$ cat config.mk
export PLATFORM = sky130hd
export DESIGN_NAME = audio_i2s_tx_flat
export DESIGN_NICKNAME = d
export VERILOG_FILES = /design/src/rtl/audio_i2s_tx_if.sv /design/src/rtl/audio_i2s_tx.sv /design/src/flat_wrapper.sv
export SDC_FILE = /design/constraint.sdc
export NUM_CORES = 1
export LEC_CHECK = 0
export CAP_MARGIN = 20
export CORE_MARGIN = 3
export CORE_UTILIZATION = 45
export DETAILED_ROUTE_END_ITERATION = 8
export PLACE_DENSITY = 0.71
export SLEW_MARGIN = 20
export SYNTH_ARGS = -nofsm -noshare
export SYNTH_HDL_FRONTEND = slang
export SYNTH_SLANG_ARGS = --single-unit
$ cat constraint.sdc
create_clock -name i_clk -period 3.89 [get_ports i_clk]
set_clock_uncertainty 0.2 [all_clocks]
set_input_delay 0.778 -clock i_clk [delete_from_list [all_inputs] [get_ports i_clk]]
set_output_delay 0.778 -clock i_clk [all_outputs]
set_load 0.01 [all_outputs]
$ cat src/rtl/audio_i2s_tx_if.sv
// Purpose : sample input and I2S pin bundle for audio_i2s_tx.
// Ports   : i_sample/i_sample_valid (sample strobe in), o_bclk/o_lrclk/o_sdata
//           (I2S pins), o_frame_stb/o_overrun (status pulses).
// slave = the serialiser; master = whoever feeds samples and watches the pins.
interface audio_i2s_tx_if;
  logic [8:0] i_sample;
  logic       i_sample_valid;
  logic       o_bclk;
  logic       o_lrclk;
  logic       o_sdata;
  logic       o_frame_stb;
  logic       o_overrun;

  modport slave (
    input  i_sample, i_sample_valid,
    output o_bclk, o_lrclk, o_sdata, o_frame_stb, o_overrun
  );

  modport master (
    output i_sample, i_sample_valid,
    input  o_bclk, o_lrclk, o_sdata, o_frame_stb, o_overrun
  );
endinterface

$ cat src/rtl/audio_i2s_tx.sv
// Purpose : I2S mono transmitter; 9-bit unsigned sample -> 16-bit two's complement,
//           MSB-first with one-bit delay, same word in left and right slots.
// Latency : sample valid to MSB on o_sdata <= 64N + 2N cycles; all outputs registered.
// Backpr. : none; one sample is held, a newer sample overwrites it (o_overrun pulses).
// Ports   : i_clk, i_rst (sync, active-high), io_i2s (slave modport of audio_i2s_tx_if).
module audio_i2s_tx #(
  parameter int CLKS_PER_BCLK_HALF = 4
) (
  input  logic          i_clk,
  input  logic          i_rst,
  audio_i2s_tx_if.slave io_i2s
);

  localparam int N = CLKS_PER_BCLK_HALF;
  localparam int DIV_W = (N > 1) ? $clog2(N) : 1;
  localparam logic [DIV_W-1:0] DIV_LAST = DIV_W'(N - 1);

  logic [DIV_W-1:0] r_div;
  logic             r_bclk;
  logic [4:0]       r_b;
  logic             r_lrclk;
  logic             r_sdata;
  logic             r_frame_stb;
  logic             r_overrun;
  logic [15:0]      r_word;
  logic [8:0]       r_held;
  logic             r_pending;

  logic             w_half_end;
  logic             w_fall;
  logic             w_latch;
  logic [4:0]       w_b_next;
  logic [3:0]       w_k;
  logic [3:0]       w_bit_idx;
  logic             w_bit;
  logic [15:0]      w_conv;

  assign w_half_end = (r_div == DIV_LAST);
  // BCLK is about to go 1->0: this is the only edge where data/word-select move.
  assign w_fall     = w_half_end && r_bclk;
  assign w_latch    = w_fall && (r_b == 5'd31);
  assign w_b_next   = r_b + 5'd1;
  assign w_k        = w_b_next[3:0];

  // 16-k (mod 16) selects word[15..1] for k=1..15 and wraps to word[0] for
  // k=0, which is exactly the delayed LSB of the slot just finished.
  assign w_bit_idx  = 4'd0 - w_k;
  assign w_bit      = r_word[w_bit_idx];

  // held - 256 is the offset-binary to two's complement flip of the top bit;
  // the result fits 9 signed bits, then scaled by 128 into the 16-bit word.
  assign w_conv     = {~r_held[8], r_held[7:0], 7'd0};

  always_ff @(posedge i_clk) begin
    if (i_rst) begin
      r_div       <= '0;
      r_bclk      <= 1'b0;
      r_b         <= 5'd0;
      r_lrclk     <= 1'b0;
      r_sdata     <= 1'b0;
      r_frame_stb <= 1'b0;
      r_overrun   <= 1'b0;
      r_word      <= 16'h0000;
      r_held      <= 9'd256;
      r_pending   <= 1'b0;
    end else begin
      // Bit clock divider.
      if (w_half_end) begin
        r_div  <= '0;
        r_bclk <= ~r_bclk;
      end else begin
        r_div  <= r_div + DIV_W'(1);
      end

      // Slot position, word select and serial data all advance on the fall.
      if (w_fall) begin
        r_b     <= w_b_next;
        r_lrclk <= w_b_next[4];
        r_sdata <= w_bit;
        // Word swap happens after w_bit was taken from the old word.
        if (w_latch) begin
          r_word <= w_conv;
        end
      end

      r_frame_stb <= w_latch;
      // A sample arriving on the latch cycle is not an overrun: the old one
      // is consumed by the latch at the same edge.
      r_overrun   <= io_i2s.i_sample_valid && r_pending && !w_latch;

      if (io_i2s.i_sample_valid) begin
        r_held    <= io_i2s.i_sample;
        r_pending <= 1'b1;
      end else if (w_latch) begin
        r_pending <= 1'b0;
      end
    end
  end

  assign io_i2s.o_bclk      = r_bclk;
  assign io_i2s.o_lrclk     = r_lrclk;
  assign io_i2s.o_sdata     = r_sdata;
  assign io_i2s.o_frame_stb = r_frame_stb;
  assign io_i2s.o_overrun   = r_overrun;

endmodule

$ cat src/flat_wrapper.sv
// flat-port wrapper written by rule: the top's interface ports become plain ports
module audio_i2s_tx_flat 
#(
  parameter int CLKS_PER_BCLK_HALF = 4
)
  (i_clk, i_rst, io_i2s_i_sample, io_i2s_i_sample_valid, io_i2s_o_bclk, io_i2s_o_lrclk, io_i2s_o_sdata, io_i2s_o_frame_stb, io_i2s_o_overrun);
  audio_i2s_tx_if io_i2s_i ();
  input  logic i_clk;
  input  logic i_rst;
  input wire logic [$bits(io_i2s_i.i_sample)-1:0] io_i2s_i_sample;
  input wire logic [$bits(io_i2s_i.i_sample_valid)-1:0] io_i2s_i_sample_valid;
  output wire logic [$bits(io_i2s_i.o_bclk)-1:0] io_i2s_o_bclk;
  output wire logic [$bits(io_i2s_i.o_lrclk)-1:0] io_i2s_o_lrclk;
  output wire logic [$bits(io_i2s_i.o_sdata)-1:0] io_i2s_o_sdata;
  output wire logic [$bits(io_i2s_i.o_frame_stb)-1:0] io_i2s_o_frame_stb;
  output wire logic [$bits(io_i2s_i.o_overrun)-1:0] io_i2s_o_overrun;
  assign io_i2s_i.i_sample = io_i2s_i_sample;
  assign io_i2s_i.i_sample_valid = io_i2s_i_sample_valid;
  assign io_i2s_o_bclk = io_i2s_i.o_bclk;
  assign io_i2s_o_lrclk = io_i2s_i.o_lrclk;
  assign io_i2s_o_sdata = io_i2s_i.o_sdata;
  assign io_i2s_o_frame_stb = io_i2s_i.o_frame_stb;
  assign io_i2s_o_overrun = io_i2s_i.o_overrun;
  audio_i2s_tx #(.CLKS_PER_BCLK_HALF(CLKS_PER_BCLK_HALF)) u_core (.i_clk(i_clk), .i_rst(i_rst), .io_i2s(io_i2s_i));
endmodule
======== After elaboration in Yosys (flattened, before gate mapping) ========
Index checks and enable logic that the tools add are counted.
storage, ports and cells
  register bits after elaboration ......... 31
  input port bits ......................... 12
  output and inout port bits .............. 5
  logic and storage cells ................. 30
operators by class
  add/subtract/negate cells ............... 3
  magnitude comparators ................... 1
  equality and inequality tests ........... 2
  muxes and demuxes ....................... 4
  bitwise operators ....................... 2
  reductions and logical operators ........ 8
operators with widths
  cell                   number
  $add A5 B1 Y5 const B  1
  $eq A5 B5 Y1 const B   1
  $lt A4 B5 Y1 const B   1
  $bmux W1 S4            1
  $logic_and A1 B1 Y1    4
  $sub A1 B4 Y4 const A  1
  $mux W1                3
  $add A2 B1 Y2 const B  1
  $eq A2 B2 Y1 const B   1
  $not A1 Y1             2
  $reduce_and A2 Y1      1
  $reduce_bool A2 Y1     1
  $reduce_or A2 Y1       1
  $logic_not A1 Y1       1

======== Depth between registers and ports, before layout ========
Gate-level depths: netlist of the first run.
  depth in word-level cells ............... 5
  mapped depth ............................ 7
  mapped depth without buffers ............ 6

======== Worst setup path before layout of the first run ========
No wires, ideal clock.
  path kind ............................... flip-flop to flip-flop
  start point ............................. reg u_core.r_b[1]
  end point ............................... reg u_core.r_word[15]
  setup time .............................. 0.086 ns
  arrival ................................. 1.517 ns
  required time ........................... 3.604 ns
  setup slack ............................. 2.088 ns
  stages on the path, launching flop included .. 8
  buffers on the path ..................... 1
  clock period less this slack ............ 1.802 ns
  cells stage by stage .................... dfxtp_1 -> ha_1 -> and3_1 -> ha_1 -> and3_1 -> buf_2 -> nor2_1 -> a211oi_1
on the way
  word-level cells in the longest chain between the ends .. 3
RTL lines
  what                                RTL line            source
  start: declaration                  audio_i2s_tx.sv:20  logic [4:0] r_b;
  start signal: assignment            audio_i2s_tx.sv:77  r_b <= w_b_next;
  $eq A5 B5 Y1                        audio_i2s_tx.sv:41  assign w_latch = w_fall && (r_b == 5'd31);
  $logic_and A1 B1 Y1                 audio_i2s_tx.sv:41
  $reduce_and A2 Y1 (no source line)  -
  end signal: assignment              audio_i2s_tx.sv:82  r_word <= w_conv;
  end: declaration                    audio_i2s_tx.sv:25  logic [15:0] r_word;
No other way between the ends.
A chain may end at the register's enable or synchronous reset.

======== Final worst setup path of the first run ========
  start point ............................. reg u_core.r_bclk, in the netlist u_core.io_i2s.o_bclk
  end point ............................... out io_i2s_o_bclk
RTL lines
  what                      RTL line            source
  start: declaration        audio_i2s_tx.sv:19  logic r_bclk;
  start signal: assignment  audio_i2s_tx.sv:70  r_bclk <= ~r_bclk;
  end: declaration          flat_wrapper.sv:12  output wire logic [$bits(io_i2s_i.o_bclk)-1:0] io_i2s_o_bclk;
No word-level cell between the ends.

==> results.py, run 1 <==
metrics = {
    "detailed_routing": {
        "drt_iter0_markers": 34,
        "antenna_left": 0,
        "drc": 0,
        "routed_wire_length_per_instance_um": 12.5,
        "detailroute.via_count": 962,
        "route.detailed.vias_per_inst": 5.23,
        "route.final.wire_length_um": 2300,
        "first_pass_iters": 4,
    },
    "yosys": {
        "yosysWarnings": 0,
        "postSynthRegisterBits": 30,
        "synth_area_leaders": "sky130_fd_sc_hd__dfxtp_1, sky130_fd_sc_hd__nand2_1, sky130_fd_sc_hd__mux2i_1",
        "ys.flop_type": "sky130_fd_sc_hd__dfxtp_1",
        "synthArstFlopShare_pct": 0,
        "syn-mean-instance-area_um2": 8.92,
        "synth-edff-count": 0,
        "synth.most_common_cell": "sky130_fd_sc_hd__dfxtp_1",
        "syn_inst": 140,
        "syn_nets": 155,
        "synthTopCellsByCount": "sky130_fd_sc_hd__dfxtp_1, sky130_fd_sc_hd__nand2_1, sky130_fd_sc_hd__nor2_1",
        "synthesized_cell_area_um2": 1250,
        "synthDistinctLibCells": 33,
        "synth-seq-area-share_pct": 48.1,
        "yosysTopAreaCellShare_pct": 48.1,
        "synth_largest_area_cell": "sky130_fd_sc_hd__dfxtp_1",
    },
    "worst_setup_path": {
        "crit_type": "reg -> out",
        "worst_path_max_delay_cell": "sky130_fd_sc_hd__clkdlybuf4s50_1",
        "slowest_delay_ns": 0.56,
        "crit_buf_inv": 1,
        "timing.critical_path.arrival_ns": 1.30,
        "worstPathRequired_ns": 2.91,
        "critPathTopFamily": "buffers and inverters",
        "path_max_fanout": 5,
        "crit_chain": "clkdlybuf4s50_1",
        "startpoint_type": "flip-flop",
        "worst_setup_path_end_kind": "output pin",
    },
    "floorplanning": {
        "floorplan.rows": 18,
        "dieArea_um2": 3440,
        "fp.coreArea_um2": 2570,
        "die_y_um": 58.7,
        "ioPinCount": 17,
        "initial_core_util_pct": 48.6,
        "die_x_um": 58.7,
    },
    "global_route": {
        "grt_max_degree": 20,
        "first_global_vias": 925,
        "globalRoute.totalOverflow": 0,
        "gr_layer_usage_met2_pct": 24.4,
        "antenna_violations_before_repair": 0,
        "grt_util_all_layers_pct": 15.6,
        "grt_first_pass_wirelength_um": 3940,
        "grt_most_used_layer": "met2",
        "use_met3_pct": 6.36,
        "gr-usage-met1_pct": 17.3,
    },
    "timing": {
        "worst_slew_margin_rel_pct": 60.1,
        "totalNegativeSetupSlack_ns": 0,
        "setup_ws_ns": 1.62,
        "worst_slew_pin_slew_ns": 0.596,
        "maxClockFrequency_mhz": 440,
        "final_number_of_setup_violating_endpoints": 0,
        "grt_setup_unrepaired": "false",
        "hold_viol": 0,
        "timing_max_transition_violations_final": 0,
        "final.period_utilization_pct": 58.5,
        "final_period_minus_worst_setup_slack_ns": 2.27,
    },
    "clock_network": {
        "tritoncts_buffer_count": 5,
        "cts_root_buffer": "sky130_fd_sc_hd__clkbuf_4",
        "postCtsResizedCells": 0,
        "cts_num_sinks": 30,
        "post-cts-setup-buffer-count": 0,
        "clk_transition_reported_paths_ns": 0.10,
        "cts.hold.buffers_added": 0,
        "clock_insertion_delay_worst_skew_ns": 0.33,
        "cts-root-to-sink-buffers": 2,
        "cts_tree": "yes",
        "cts_max_level": 2,
    },
    "cells_and_area": {
        "syn_to_final_growth_pct": 18.6,
        "layoutNonFillerInstCount": 184,
        "layout.nets": 169,
        "antennaDiodeCount": 0,
        "num-fill-cells": 255,
        "drive_gt1_share_pct": 5.84,
    },
    "flow_run": {
        "drv_cap": 0,
    },
    "min_path": {
        "min-delay-path-class": "reg -> reg",
    },
    "placement": {
        "placed_cell_count": 177,
        "place_hpwl_um": 1630,
        "place.port_buffers": 16,
        "finalWeightedCongestion": 0.726,
        "post_place_worst_slack_ns": 1.58,
    },
    "power": {
        "power_density_nw_per_um2": 416,
        "irDropWorstVdd_v": 0.000291,
        "design_power_total_uw": 616,
        "total_leakage_power_nw": 0.569,
    },
    "outcome": {
        "status": "finished, final reports clean",
    },
}
==> registers in the layout, summed over array words and instances, names as in the netlist <==
register	cells
u_core.io_i2s.o_bclk	1
u_core.io_i2s.o_frame_stb	1
u_core.io_i2s.o_lrclk	1
u_core.io_i2s.o_overrun	1
u_core.io_i2s.o_sdata	1
u_core.r_b	4
u_core.r_div	2
u_core.r_held	9
u_core.r_pending	1
u_core.r_word	9
==> per-stage QoR <==
step / hold slack, ns / area [µm²] / utilization, %
after floorplan: 0.198 / 1250 / -
after global placement: 0.210 / 1400 / 54.5
after detailed placement: 0.217 / 1400 / 54.5
after CTS: 0.232 / 1480 / 57.7
after global routing: 0.257 / 1480 / 57.7
final: 0.220 / 1480 / 57.7
==> per-layer routing <==
layer  vias up  routed length (µm)  share of wire, %
met4         0                  68               3.0
met5         -                   0                 0
met1       433                1060                46
met3         7                 142               6.2
li1        498                   -                 -
met2        24                1030                45
==> power by group <==
part	switching, mW	internal, mW
Clock	0.105	0.149
Sequential	0.00552	0.317
Combinational	0.0161	0.0227
Total	0.127	0.490
==> worst reg2reg max path, delay by kind of cell, from the launching register on <==
family,cells,cell delay (ns)
flops,1,0.52
simple gates,3,0.67
fa+ha+maj,2,0.49
compound gates,1,0.20
==> cells by family after synthesis <==
| logic type | count (synthesis) | share of synthesized area (%) |
|---|---|---|
| AND/OR/NAND/NOR | 58 | 20.6 |
| multiplexers | 10 | 9.02 |
| flip-flops | 30 | 48.1 |
| buffers and inverters | 11 | 4.61 |
| XOR/XNOR | 5 | 3.51 |
| AO/OA/AOI/OAI | 23 | 11.1 |
| adder cells (fa/ha/maj) | 3 | 3.01 |
==> layout by cell type (no fill, tap or decap), drive strengths merged <==
cell           netlist  layout
a211o                1       1
a211oi               1       1
a21oi               13      13
a31o                 1       1
a31oi                2       2
a32oi                1       1
and2                 1       1
and3                 2       2
buf                  7       1
bufinv               0       1
clkbuf               3       6
clkdlybuf4s50        0      16
dfxtp               30      30
ha                   3       3
inv                  1       1
mux2i                9       9
mux4                 1       1
nand2               26      26
nand2b               1       1
nand3b               1       1
nand4                2       2
nor2                18      18
nor2b                2       2
nor3                 2       2
nor3b                1       1
nor4bb               1       1
o211a                1       1
o211ai               1       1
o21ai                2       2
or2b                 1       1
xnor2                2       2
xor2                 3       3
==> final timing paths <==
| kind | start | endpoint | slack (ns) | cells after the start |
|---|---|---|---|---|
| max | u_core.io_i2s.o_bclk | io_i2s_o_bclk | 1.62 | 1 |
| min | u_core.r_held[8] | u_core.r_word[15] | 0.22 | 1 |
| max reg2reg | u_core.r_b[0] | u_core.r_word[15] | 1.73 | 6 |
| min reg2reg | u_core.r_held[8] | u_core.r_word[15] | 0.22 | 1 |
==> area by class of cell <==
cell class	instances	area (µm²)	share of cell area, %
Sequential cell	30	601	40.5
Multi-Input combinational cell	99	591	39.9
Timing Repair Buffer	17	168	11.3
Clock buffer	6	51.3	3.46
Tap cell	30	37.5	2.53
Clock inverter	1	30.0	2.03
Inverter	1	3.75	0.253
No activity file was read; power rests on OpenSTA's default activity.
==> inputs of run 2 (changes only) <==
--- a/config.mk
+++ b/config.mk
@@ -9,7 +9,7 @@
 export CORE_MARGIN = 3
 export CORE_UTILIZATION = 45
 export DETAILED_ROUTE_END_ITERATION = 8
-export PLACE_DENSITY = 0.71
+export PLACE_DENSITY = 0.73
 export SLEW_MARGIN = 20
 export SYNTH_ARGS = -nofsm -noshare
 export SYNTH_HDL_FRONTEND = slang
==> constraint.sdc (replaced) <==
create_clock -name i_clk -period 1.83 [get_ports i_clk]
set_clock_uncertainty 0.2 [all_clocks]
set_input_delay 0.366 -clock i_clk [delete_from_list [all_inputs] [get_ports i_clk]]
set_output_delay 0.366 -clock i_clk [all_outputs]
set_load 0.01 [all_outputs]
==> run 2 against run 1 <==
Global-route usage rose by 0.39 points. Power is 110% higher. Via count up 5.3%. Largest cell class unchanged.
==> results.py, run 2 (same netlist as run 1, synthesis figures left out) <==
metrics = {
    "cells_and_area": {
        "layout.nets": 179,
        "reg.largest.list": "u_core.r_held x9, u_core.r_word x9, u_core.r_b x4",
        "syn_to_final_growth_pct": 27.6,
        "drive_gt1_share_pct": 12.8,
        "fin_area_um2": 1590,
        "mostFrequentLayoutCells": "sky130_fd_sc_hd__dfxtp_1, sky130_fd_sc_hd__nand2_1, sky130_fd_sc_hd__nor2_1",
        "layout.cells.most_common": "sky130_fd_sc_hd__dfxtp_1",
        "antennaDiodeCount": 0,
    },
    "floorplanning": {
        "die_x_um": 58.7,
        "dieArea_um2": 3440,
        "initial_core_util_pct": 48.6,
        "die_y_um": 58.7,
        "ioPinCount": 17,
        "fp.coreArea_um2": 2570,
        "floorplan.rows": 18,
    },
    "global_route": {
        "antenna_violations_before_repair": 0,
        "grt_max_degree": 23,
        "grt_first_pass_wirelength_um": 4040,
        "globalRoute.totalOverflow": 0,
        "grt_util_all_layers_pct": 16.0,
        "first_global_vias": 973,
    },
    "clock_network": {
        "tritoncts_buffer_count": 5,
        "cts_tree": "yes",
        "cts_max_level": 2,
        "clock_insertion_delay_worst_skew_ns": 0.32,
        "cts_num_sinks": 30,
        "clk_transition_reported_paths_ns": 0.09,
        "cts.hold.buffers_added": 0,
        "cts_root_buffer": "sky130_fd_sc_hd__clkbuf_4",
        "cts-root-to-sink-buffers": 2,
    },
    "worst_setup_path": {
        "worst_setup_path_end_kind": "output pin",
        "startpoint_type": "flip-flop",
        "worst_path_max_delay_cell": "sky130_fd_sc_hd__clkdlybuf4s50_1",
        "regToRegStartpoint": "u_core.r_b[0]",
        "reg2reg_to": "u_core.io_i2s.o_sdata",
        "regToRegSetupSlack_ns": 0.12,
        "critPathTopFamily": "buffers and inverters",
        "timing.critical_path.arrival_ns": 1.18,
        "cp.depth": 1,
        "slowest_delay_ns": 0.53,
        "worstSetupEndpoint": "io_i2s_o_sdata",
        "worstPathRequired_ns": 1.26,
        "crit_start": "u_core.io_i2s.o_sdata",
        "crit_type": "reg -> out",
        "timing.reg2reg.worst_path_depth": 5,
        "path_max_fanout": 2,
        "crit_buf_inv": 1,
        "crit_chain": "clkdlybuf4s50_1",
    },
    "flow_run": {
        "drv_cap": 0,
    },
    "detailed_routing": {
        "detailroute.via_count": 1013,
        "route.detailed.vias_per_inst": 5.22,
        "antenna_left": 0,
        "route.final.wire_length_um": 2500,
        "first_pass_iters": 4,
        "drt_iter0_markers": 25,
        "routed_wire_length_per_instance_um": 12.9,
        "drc": 0,
    },
    "power": {
        "power_density_nw_per_um2": 825,
        "irDropWorstVdd_v": 0.000730,
        "total_leakage_power_nw": 0.666,
    },
    "min_path": {
        "min-delay-path-class": "reg -> reg",
    },
    "timing": {
        "timing_max_transition_violations_final": 0,
        "final.period_utilization_pct": 95.6,
        "grt_setup_unrepaired": "false",
        "hold_viol": 0,
        "worst_slew_pin_slew_ns": 0.313,
        "final_number_of_setup_violating_endpoints": 0,
        "final_period_minus_worst_setup_slack_ns": 1.75,
        "worst_slew_margin_rel_pct": 79.1,
        "totalNegativeSetupSlack_ns": 0,
        "maxClockFrequency_mhz": 571,
    },
    "outcome": {
        "status": "finished, final reports clean",
    },
    "placement": {
        "place_hpwl_um": 1890,
        "place.port_buffers": 16,
        "finalWeightedCongestion": 0.836,
        "placement.cell_area_um2": 1500,
    },
}
## run 2: cell types whose count changed in the layout (fill, tap and decap cells not counted), moves of 2 or more
cell                              previous run  this run
sky130_fd_sc_hd__clkdlybuf4s50_1            16        14
sky130_fd_sc_hd__buf_12                      0         2
sky130_fd_sc_hd__buf_4                       1         9
sky130_fd_sc_hd__dlymetal6s2s_1              0         2
## run 2: worst min path at each step
| stage | from | slack, ns | cells past startpoint | to |
|---|---|---|---|---|
| final | u_core.r_div[0] | 0.22 | 1 | u_core.r_div[0] |
| after global routing | u_core.r_div[0] | 0.25 | 1 | u_core.r_div[0] |
| after CTS | u_core.r_div[0] | 0.23 | 1 | u_core.r_div[0] |
| after detailed placement | u_core.r_div[0] | 0.22 | 1 | u_core.r_div[0] |
| after global placement | u_core.r_div[0] | 0.21 | 1 | u_core.r_div[0] |
| after floorplan | u_core.r_div[0] | 0.20 | 1 | u_core.r_div[0] |
## run 2: power breakdown
group	switching (mW)	internal (mW)	total, mW
combinational	0.0383	0.0583	0.0966
clock	0.213	0.318	0.531
sequential	0.0122	0.675	0.687
## run 2: routing by layer
metal	share of wire (%)	track usage, %
met1	43	16.5
met3	5.2	8.11
met5	0	0
met2	50	27.3
met4	1.8	6.80
## run 2: cell type report
type / instances / area [µm²]
Tap cell: 30 / 37.5
Clock inverter: 1 / 30.0
Fill cell: 231 / 975
Inverter: 1 / 3.75
Sequential cell: 30 / 602
Clock buffer: 6 / 51.3
Multi-Input combinational cell: 99 / 596
Timing Repair Buffer: 27 / 273
## run 2: repair_timing
action                     4_1_cts  5_1_grt
buffers inserted                 0        0
setup endpoints to repair        2        3
resized for setup                2        3
cloned                           0        0
## run 2: stage by stage
stage / cells / hold WS, ns / power (mW) / util (%) / setup WS (ns)
after global placement: 187 / 0.209 / 0.794 / 58.4 / 0.115
after CTS: 194 / 0.232 / 1.33 / 61.7 / 0.00653
final: 194 / 0.224 / 1.31 / 62.0 / 0.0800
after floorplan: 140 / 0.198 / 0.745 / - / 0.0278
after global routing: 194 / 0.249 / 1.37 / 62.0 / 0.0225
after detailed placement: 187 / 0.220 / 0.799 / 58.4 / 0.0140
==> inputs of run 3 (changes only) <==
==> constraint.sdc (replaced) <==
create_clock -name i_clk -period 2.2 [get_ports i_clk]
set_clock_uncertainty 0.2 [all_clocks]
set_input_delay 0.44 -clock i_clk [delete_from_list [all_inputs] [get_ports i_clk]]
set_output_delay 0.44 -clock i_clk [all_outputs]
set_load 0.01 [all_outputs]
==> run 3 against run 2 <==
Sequential share of layout area increased by 1.9 points. Clock power down 24%. Wire length decreased by 10%. Critical path type is now reg -> reg. Critical endpoint is now u_core.r_word[15]. Largest cell class unchanged.
==> results.py, run 3 (same netlist as run 1, synthesis figures left out) <==
metrics = {
    "outcome": {
        "status": "finished, final reports clean",
    },
    "timing": {
        "timing_max_transition_violations_final": 0,
        "totalNegativeSetupSlack_ns": 0,
        "hold_viol": 0,
        "worst_slew_pin_slew_ns": 0.572,
        "setup_ws_ns": 0.235,
        "grt_setup_unrepaired": "false",
        "maxClockFrequency_mhz": 509,
        "final.period_utilization_pct": 89.3,
        "hold_slack_ns": 0.229,
        "final_period_minus_worst_setup_slack_ns": 1.97,
        "worst_slew_margin_rel_pct": 61.7,
        "final_number_of_setup_violating_endpoints": 0,
    },
    "worst_setup_path": {
        "crit_chain": "ha_1, and3_1, ha_1, and3_2, nor2_1, a211oi_1",
        "crit_buf_inv": 0,
        "worstPathRequired_ns": 2.25,
        "crit_type": "reg -> reg",
        "path_max_fanout": 11,
        "worst_path_max_delay_cell": "sky130_fd_sc_hd__dfxtp_1",
        "startpoint_type": "flip-flop",
        "timing.critical_path.arrival_ns": 2.02,
        "slowest_delay_ns": 0.45,
        "worst_setup_path_end_kind": "flip-flop",
        "path_common_cell": "sky130_fd_sc_hd__ha_1",
        "critPathTopFamily": "simple AND/OR/NAND/NOR gates",
    },
    "clock_network": {
        "cts.hold.buffers_added": 0,
        "cts_max_level": 2,
        "clk_transition_reported_paths_ns": 0.09,
        "cts_root_buffer": "sky130_fd_sc_hd__clkbuf_4",
        "post-cts-setup-buffer-count": 0,
        "cts-root-to-sink-buffers": 2,
        "clock_insertion_delay_worst_skew_ns": 0.33,
        "cts_num_sinks": 30,
        "postCtsResizedCells": 0,
        "cts_tree": "yes",
        "tritoncts_buffer_count": 5,
    },
    "power": {
        "power_density_nw_per_um2": 690,
        "switching_power_of_the_nets_uw": 222,
        "total_leakage_power_nw": 0.589,
        "irDropWorstVdd_v": 0.000568,
        "sw_share_pct": 21.2,
        "internal_power_contribution_uw": 823,
        "comb_power_share_pct": 7.0,
        "design_power_total_mw": 1.04,
        "power_frac_clock_pct": 38.4,
        "sequential_group_share_of_total_power_pct": 54.6,
    },
    "floorplanning": {
        "dieArea_um2": 3440,
        "die_y_um": 58.7,
        "die_x_um": 58.7,
        "initial_core_util_pct": 48.6,
        "ioPinCount": 17,
        "fp.coreArea_um2": 2570,
        "floorplan.rows": 18,
    },
    "min_path": {
        "min-delay-path-class": "reg -> reg",
    },
    "cells_and_area": {
        "mostFrequentLayoutCells": "sky130_fd_sc_hd__dfxtp_1, sky130_fd_sc_hd__nand2_1, sky130_fd_sc_hd__nor2_1",
        "layout.cells.most_common": "sky130_fd_sc_hd__dfxtp_1",
        "drive_gt1_share_pct": 8.86,
        "layoutNonFillerInstCount": 188,
        "fin_area_um2": 1520,
        "syn_to_final_growth_pct": 21.3,
        "antennaDiodeCount": 0,
        "utilization_pct": 59.0,
        "reg.largest.list": "u_core.r_held x9, u_core.r_word x9, u_core.r_b x4",
        "layout.nets": 172,
        "num-fill-cells": 252,
    },
    "detailed_routing": {
        "route.detailed.vias_per_inst": 5.23,
        "detailroute.via_count": 983,
        "route.final.wire_length_um": 2240,
        "drt_iter0_markers": 15,
        "antenna_left": 0,
        "first_pass_iters": 4,
        "drc": 0,
        "routed_wire_length_per_instance_um": 11.9,
    },
    "flow_run": {
        "drv_cap": 0,
    },
    "placement": {
        "placement.cell_area_um2": 1440,
        "post_place_worst_slack_ns": 0.180,
        "finalWeightedCongestion": 0.854,
        "placed_cell_count": 180,
        "place_hpwl_um": 1620,
        "place.port_buffers": 16,
    },
    "global_route": {
        "grt_first_pass_wirelength_um": 3700,
        "grt_max_degree": 23,
        "grt_util_all_layers_pct": 14.4,
        "first_global_vias": 886,
        "globalRoute.totalOverflow": 0,
        "antenna_violations_before_repair": 0,
    },
}
[run 3: worst reg2reg max path: stages (launching register included)]
cell and delay (ns):
sky130_fd_sc_hd__dfxtp_1 0.45, sky130_fd_sc_hd__ha_1 0.32, sky130_fd_sc_hd__and3_1 0.19, sky130_fd_sc_hd__ha_1 0.16
sky130_fd_sc_hd__and3_2 0.31, sky130_fd_sc_hd__nor2_1 0.06, sky130_fd_sc_hd__a211oi_1 0.20
[run 3: layout make-up]
type | instances | area [µm²] | share of cell area, %
tap | 30 | 37.5 | 2.48
timing repair buffer | 20 | 203 | 13.4
multi-input combinational | 99 | 592 | 39.1
clock buffer | 8 | 78.8 | 5.20
inverter | 1 | 3.75 | 0.248
sequential | 30 | 601 | 39.6
[run 3: worst paths after layout]
kind / start / endpoint / slack (ns) / depth (start not counted)
hold reg to reg: u_core.r_held[8] / u_core.r_word[15] / 0.23 / 1
setup reg to reg: u_core.r_b[1] / u_core.r_word[15] / 0.23 / 6
hold / removal: u_core.r_held[8] / u_core.r_word[15] / 0.23 / 1
setup / recovery: u_core.r_b[1] / u_core.r_word[15] / 0.23 / 6
[run 3: per-layer routing]
| metal | global-route usage (%) | share of wire [%] | routed length [µm] | vias to the layer above |
|---|---|---|---|---|
| met5 | 0 | 0 | 0 | - |
| met4 | 6.15 | 2.0 | 44 | 0 |
| met3 | 6.58 | 6.6 | 149 | 7 |
| met2 | 22.8 | 46 | 1040 | 26 |
| met1 | 16.8 | 45 | 1010 | 443 |
| li1 | - | - | - | 507 |
[run 3: power groups by stage]
stage | Combinational (mW) | Sequential [mW] | Clock [mW]
finish | 0.0730 | 0.571 | 0.401
CTS | 0.0742 | 0.571 | 0.415
floorplan | 0.0383 | 0.582 | 0
detailed placement | 0.0743 | 0.583 | 0
global route | 0.0807 | 0.573 | 0.437
global placement | 0.0717 | 0.583 | 0
